`src/rtl/jtag_host.sv`:
```
// JTAG host: turns RESET / SHIFT_IR / SHIFT_DR commands into TCK/TMS/TDI bit slots
// and returns the captured TDO bits right-aligned in rsp_data.
module jtag_host #(
  parameter int unsigned TCK_HALF = 2
) (
  input  logic        clk,
  input  logic        rst,
  input  logic        cmd_valid,
  output logic        cmd_ready,
  input  logic [1:0]  cmd_op,
  input  logic [4:0]  cmd_len,
  input  logic [31:0] cmd_data,
  output logic        rsp_valid,
  output logic [31:0] rsp_data,
  output logic        tck,
  output logic        tms,
  output logic        tdi,
  input  logic        tdo
);

  localparam logic [7:0] DIV_LAST = 8'(TCK_HALF - 1);

  typedef enum logic [2:0] {INIT_TLR, IDLE, PRE, SHIFT, POST, DONE} state_t;

  state_t      state, state_next;
  logic [7:0]  div;
  logic [4:0]  cnt, cnt_next;
  logic        tms_next, tdi_next;
  logic        from_cmd;
  logic        is_ir;
  logic [4:0]  len_q;
  logic [31:0] data_q;
  logic        active, accept, rise, slot_end;

  assign active   = (state == INIT_TLR) || (state == PRE) || (state == SHIFT) || (state == POST);
  assign accept   = (state == IDLE) && cmd_ready && cmd_valid;
  assign rise     = active && !tck && (div == DIV_LAST);
  assign slot_end = active && tck && (div == DIV_LAST);

  // Slot sequencing: the next slot's tms/tdi are decided when the current high phase ends.
  always_comb begin
    state_next = state;
    cnt_next   = cnt;
    tms_next   = tms;
    tdi_next   = tdi;
    if (accept) begin
      state_next = (cmd_op == 2'd1 || cmd_op == 2'd2) ? PRE : INIT_TLR;
      cnt_next   = '0;
      tms_next   = 1'b1;
      tdi_next   = 1'b0;
    end else if (state == DONE) begin
      state_next = IDLE;
    end else if (slot_end) begin
      cnt_next = cnt + 5'd1;
      case (state)
        INIT_TLR: if (cnt == 5'd5) begin
          state_next = from_cmd ? DONE : IDLE;
          cnt_next   = '0;
        end
        PRE: if (cnt == (is_ir ? 5'd3 : 5'd2)) begin
          state_next = SHIFT;
          cnt_next   = '0;
        end
        SHIFT: if (cnt == len_q) begin
          state_next = POST;
          cnt_next   = '0;
        end
        POST: if (cnt == 5'd1) begin
          state_next = DONE;
          cnt_next   = '0;
        end
        default: ;
      endcase
      tdi_next = 1'b0;
      case (state_next)
        INIT_TLR: tms_next = (cnt_next != 5'd5);
        PRE:      tms_next = (cnt_next == 5'd0) || (is_ir && cnt_next == 5'd1);
        SHIFT: begin
          tms_next = (cnt_next == len_q);
          tdi_next = data_q[cnt_next];
        end
        POST:     tms_next = (cnt_next == 5'd0);
        default: ;
      endcase
    end
  end

  always_ff @(posedge clk or posedge rst) begin
    if (rst) begin
      state     <= INIT_TLR;
      cnt       <= '0;
      div       <= '0;
      tck       <= 1'b0;
      tms       <= 1'b1;
      tdi       <= 1'b0;
      cmd_ready <= 1'b0;
      rsp_valid <= 1'b0;
      rsp_data  <= '0;
      from_cmd  <= 1'b0;
    end else begin
      state     <= state_next;
      cnt       <= cnt_next;
      tms       <= tms_next;
      tdi       <= tdi_next;
      cmd_ready <= (state == IDLE) && !accept;
      rsp_valid <= (state == DONE);
      if (accept) from_cmd <= 1'b1;
      if (accept) rsp_data <= '0;
      else if (rise && state == SHIFT) rsp_data[cnt] <= tdo;
      if (!active) begin
        div <= '0;
        tck <= 1'b0;
      end else if (div == DIV_LAST) begin
        div <= '0;
        tck <= ~tck;
      end else begin
        div <= div + 8'd1;
      end
    end
  end

  // Command fields are only meaningful while busy, so they carry no reset.
  always_ff @(posedge clk) begin
    if (accept) begin
      len_q  <= cmd_len;
      data_q <= cmd_data;
      is_ir  <= (cmd_op == 2'd1);
    end
  end

endmodule

```
`config.mk`:
```
export PLATFORM = sky130hd
export DESIGN_NAME = jtag_host
export DESIGN_NICKNAME = d
export VERILOG_FILES = /design/src/rtl/jtag_host.sv
export SDC_FILE = /design/constraint.sdc
export NUM_CORES = 1
export LEC_CHECK = 0
export CAP_MARGIN = 40
export CORE_MARGIN = 5
export CORE_UTILIZATION = 45
export CTS_BUF_LIST = sky130_fd_sc_hd__clkbuf_4 sky130_fd_sc_hd__clkbuf_8
export DETAILED_ROUTE_END_ITERATION = 7
export DONT_BUFFER_PORTS = 1
export SYNTH_ARGS = -nofsm -noshare
export SYNTH_HDL_FRONTEND = slang
export SYNTH_SLANG_ARGS = --single-unit
```
`constraint.sdc`:
```
create_clock -name clk -period 4.55 [get_ports clk]
set_clock_uncertainty 0.1 [all_clocks]
set_input_delay 0.6825 -clock clk [delete_from_list [all_inputs] [get_ports clk]]
set_output_delay 0.6825 -clock clk [all_outputs]
set_load 0.02 [all_outputs]
```
==> impl_metrics.json <==
{
  "status": "finished clean",
  "place.gp.congestion": 0.886,
  "async_reset_ff_share_pct": 58.7,
  "io_pins": 80,
  "critical_path_buf_inv_count": 1,
  "dr.pass1.iters": 4,
  "hold_violations": 0,
  "cts_tree": "yes",
  "port_buffers": 0,
  "startpoint_type": "flop",
  "max_freq_ghz": 0.298,
  "multiInputGateArea_um2": 1910,
  "htreeDepth": 3,
  "power_density_nw_per_um2": 554,
  "grtUsageTotal_pct": 16.7,
  "root_buffer": "clkbuf_8",
  "nNetsFinal": 485,
  "design.die.area_um2": 12300,
  "relSlewSlack_pct": 48.9,
  "grt_pass1_wl_um": 16800,
  "wire_per_inst_um": 17.6,
  "critical_path.slowest_cell": "dfrtp_1",
  "final_max_slew_viol_count": 0,
  "num_antenna_cells": 0,
  "cts_num_sinks": 92,
  "synth.net_count": 501,
  "synth-seq-area-share_pct": 54.5,
  "fin_tns_setup_ns": 0,
  "avgSynthCellArea_um2": 10.2,
  "grt_overflow_total": 0,
  "grt_pass1_vias": 3118,
  "hpwl_um": 6930,
  "arrival_ns": 3.50,
  "drc": 0,
  "vias": 3201,
  "clk_latency_ns": 0.35,
  "vias_per_cell": 5.59,
  "crit_chain": "inv_1 -> ha_1 -> mux4_2 -> mux2i_1 -> nand2_1 -> o21ai_0 -> and2_1 -> o31a_1 -> o31ai_1",
  "seq_area_um2": 2490,
  "cts_made_buffers": 9,
  "fp.coreArea_um2": 9860,
  "synth_cell_types": 62,
  "leakagePower_nw": 1.69,
  "cts_setup_buffers": 0,
  "max_stage_delay_ns": 0.85,
  "drtIter0Drc": 288,
  "crit_family": "flip-flops",
  "drive_gt1_share_pct": 8.41,
  "cts_resized": 0,
  "antenna_left": 0,
  "post-route-util_pct": 48.9,
  "rsz0062_at_grt": "no",
  "endpoint_kind": "flop",
  "antenna_found_initial": 0,
  "syn_to_final_growth_pct": 5.27,
  "wl_met3_um": 601,
  "path_clk_slew_ns": 0.09,
  "met1Wirelength_um": 4530,
  "hold_buffers": 0,
  "dr_wl_met2_um": 4820,
  "path_class": "flop to flop",
  "synthFlopType": "dfrtp_1",
  "tightest_slew_ns": 0.767,
  "ys_warn_count": 0,
  "grt_start_max_net_pins": 55,
  "syn_area_um2": 4580,
  "ys_seq_elements": 92,
  "wl_um": 10100,
  "setup_viol": 0,
  "syn_inst": 451,
  "required_ns": 4.69,
  "die_w_um": 111,
  "vdd_drop_max_v": 0.000246,
  "clock_path_buffers": 2,
  "rows": 36,
  "path_max_fanout": 22,
  "die_h_um": 111,
  "synth_edf_count": 38,
  "period_minus_slack_ns": 3.36,
  "nFillCells": 922,
  "start_util_pct": 46.4,
  "dr.max_layer_used": "met4",
  "timing.final.crit_share_pct": 73.8,
  "hp-class": "input pin to async pin",
  "maxCapViolCount": 0
}
per-layer routing:
metal,track usage [%],vias to the layer above
met5,0,-
met1,22.0,1543
li1,-,1568
met4,4.68,0
met2,26.7,82
met3,5.24,8
logic make-up after synthesis:
family / synth area share, %
compound gates: 14.9
mux: 3.58
fa+ha+maj: 1.91
xor+xnor: 3.44
flops: 54.5
buf+inv: 3.77
simple gates: 17.9
report_power, final:
part,switching [mW],internal (mW)
sequential,0.306,1.00
combinational,0.465,0.357
clock,0.278,0.263
through the flow:
stage | total power [mW] | worst slack [ns] | area, um^2 | cells | hold slack (ns)
after global routing | 2.86 | 0.886 | 4820 | 573 | 0.294
after global placement | 2.13 | 1.28 | 4630 | 557 | 0.353
after detailed placement | 2.16 | 1.19 | 4630 | 557 | 0.362
after floorplan | 1.98 | 1.29 | 4580 | 451 | 0.335
after CTS | 2.70 | 1.19 | 4820 | 573 | 0.303
final | 2.67 | 1.19 | 4820 | 573 | 0.291
flip-flops by register name (all words and copies together) (netlist names):
name	flops
data_q	32
rsp_data	32
div	8
cnt	5
len_q	5
state	3
cmd_ready	1
from_cmd	1
is_ir	1
rsp_valid	1
tck	1
tdi	1
tms	1
final timing paths:
path	end	from	slack, ns	cells past startpoint
max	tdi	cnt[0]	1.19	9
min in group clk	data_q[23]	cmd_data[23]	0.32	0
max reg2reg	tdi	cnt[0]	1.19	9
min reg2reg	from_cmd	from_cmd	0.38	1
max in group asynchronous	rsp_data[3]	rst	3.59	2
min	div[7]	rst	0.29	2
cells in the final DEF, fill, tap and decap left out, types with 5 or more instances in the layout:
cell      netlist  routed
nand2_1        54      54
dfrtp_1        53      53
nor2_1         49      49
o21ai_0        44      44
a21oi_1        40      40
edfxtp_1       38      38
nand3_1        15      15
xor2_1         13      13
clkbuf_8        0       9
inv_1           9       7
nor3_1          7       7
ha_1            7       7
nand2b_1        6       6
and3_1          5       5
xnor2_1         5       5
mux4_2          5       5
area by class of cell:
| cell class | count | area share [%] |
|---|---|---|
| clock buffer | 11 | 2.88 |
| clock inverter | 5 | 1.09 |
| inverter | 9 | 0.701 |
| multi-input combinational | 320 | 39.7 |
| sequential | 92 | 51.7 |
| tap | 133 | 3.45 |
| timing repair buffer | 3 | 0.467 |
Yosys cell counts, types with 2 or more instances:
master | instances | area share [%]
mux2i_1 | 4 | 0.87
nor2b_1 | 4 | 0.55
nor3_1 | 7 | 0.76
o21ai_0 | 44 | 4.8
buf_2 | 3 | 0.33
a21oi_1 | 40 | 4.4
or2_2 | 2 | 0.27
ha_1 | 7 | 1.9
nand3_1 | 15 | 1.6
o22ai_1 | 3 | 0.41
and3_1 | 5 | 0.68
nor3_2 | 2 | 0.44
edfxtp_1 | 38 | 25
a21o_1 | 2 | 0.33
mux4_2 | 5 | 2.5
o21ai_1 | 2 | 0.22
or3b_2 | 2 | 0.38
xnor2_1 | 5 | 0.96
or3_1 | 2 | 0.27
o211ai_1 | 2 | 0.33
nor2_1 | 49 | 4.0
nand2_1 | 54 | 4.4
clkbuf_1 | 22 | 1.8
a31oi_1 | 2 | 0.27
o21a_1 | 3 | 0.49
nand2b_1 | 6 | 0.82
nand3b_1 | 2 | 0.33
dfrtp_1 | 53 | 29
buf_1 | 2 | 0.16
xor2_1 | 13 | 2.5
nor4_1 | 2 | 0.27
o31ai_1 | 3 | 0.49
buf_6 | 3 | 0.74
nand4_1 | 4 | 0.55
and2_1 | 3 | 0.41
inv_1 | 9 | 0.74
o2111ai_1 | 2 | 0.38
Power figures use the tool's default switching activity.
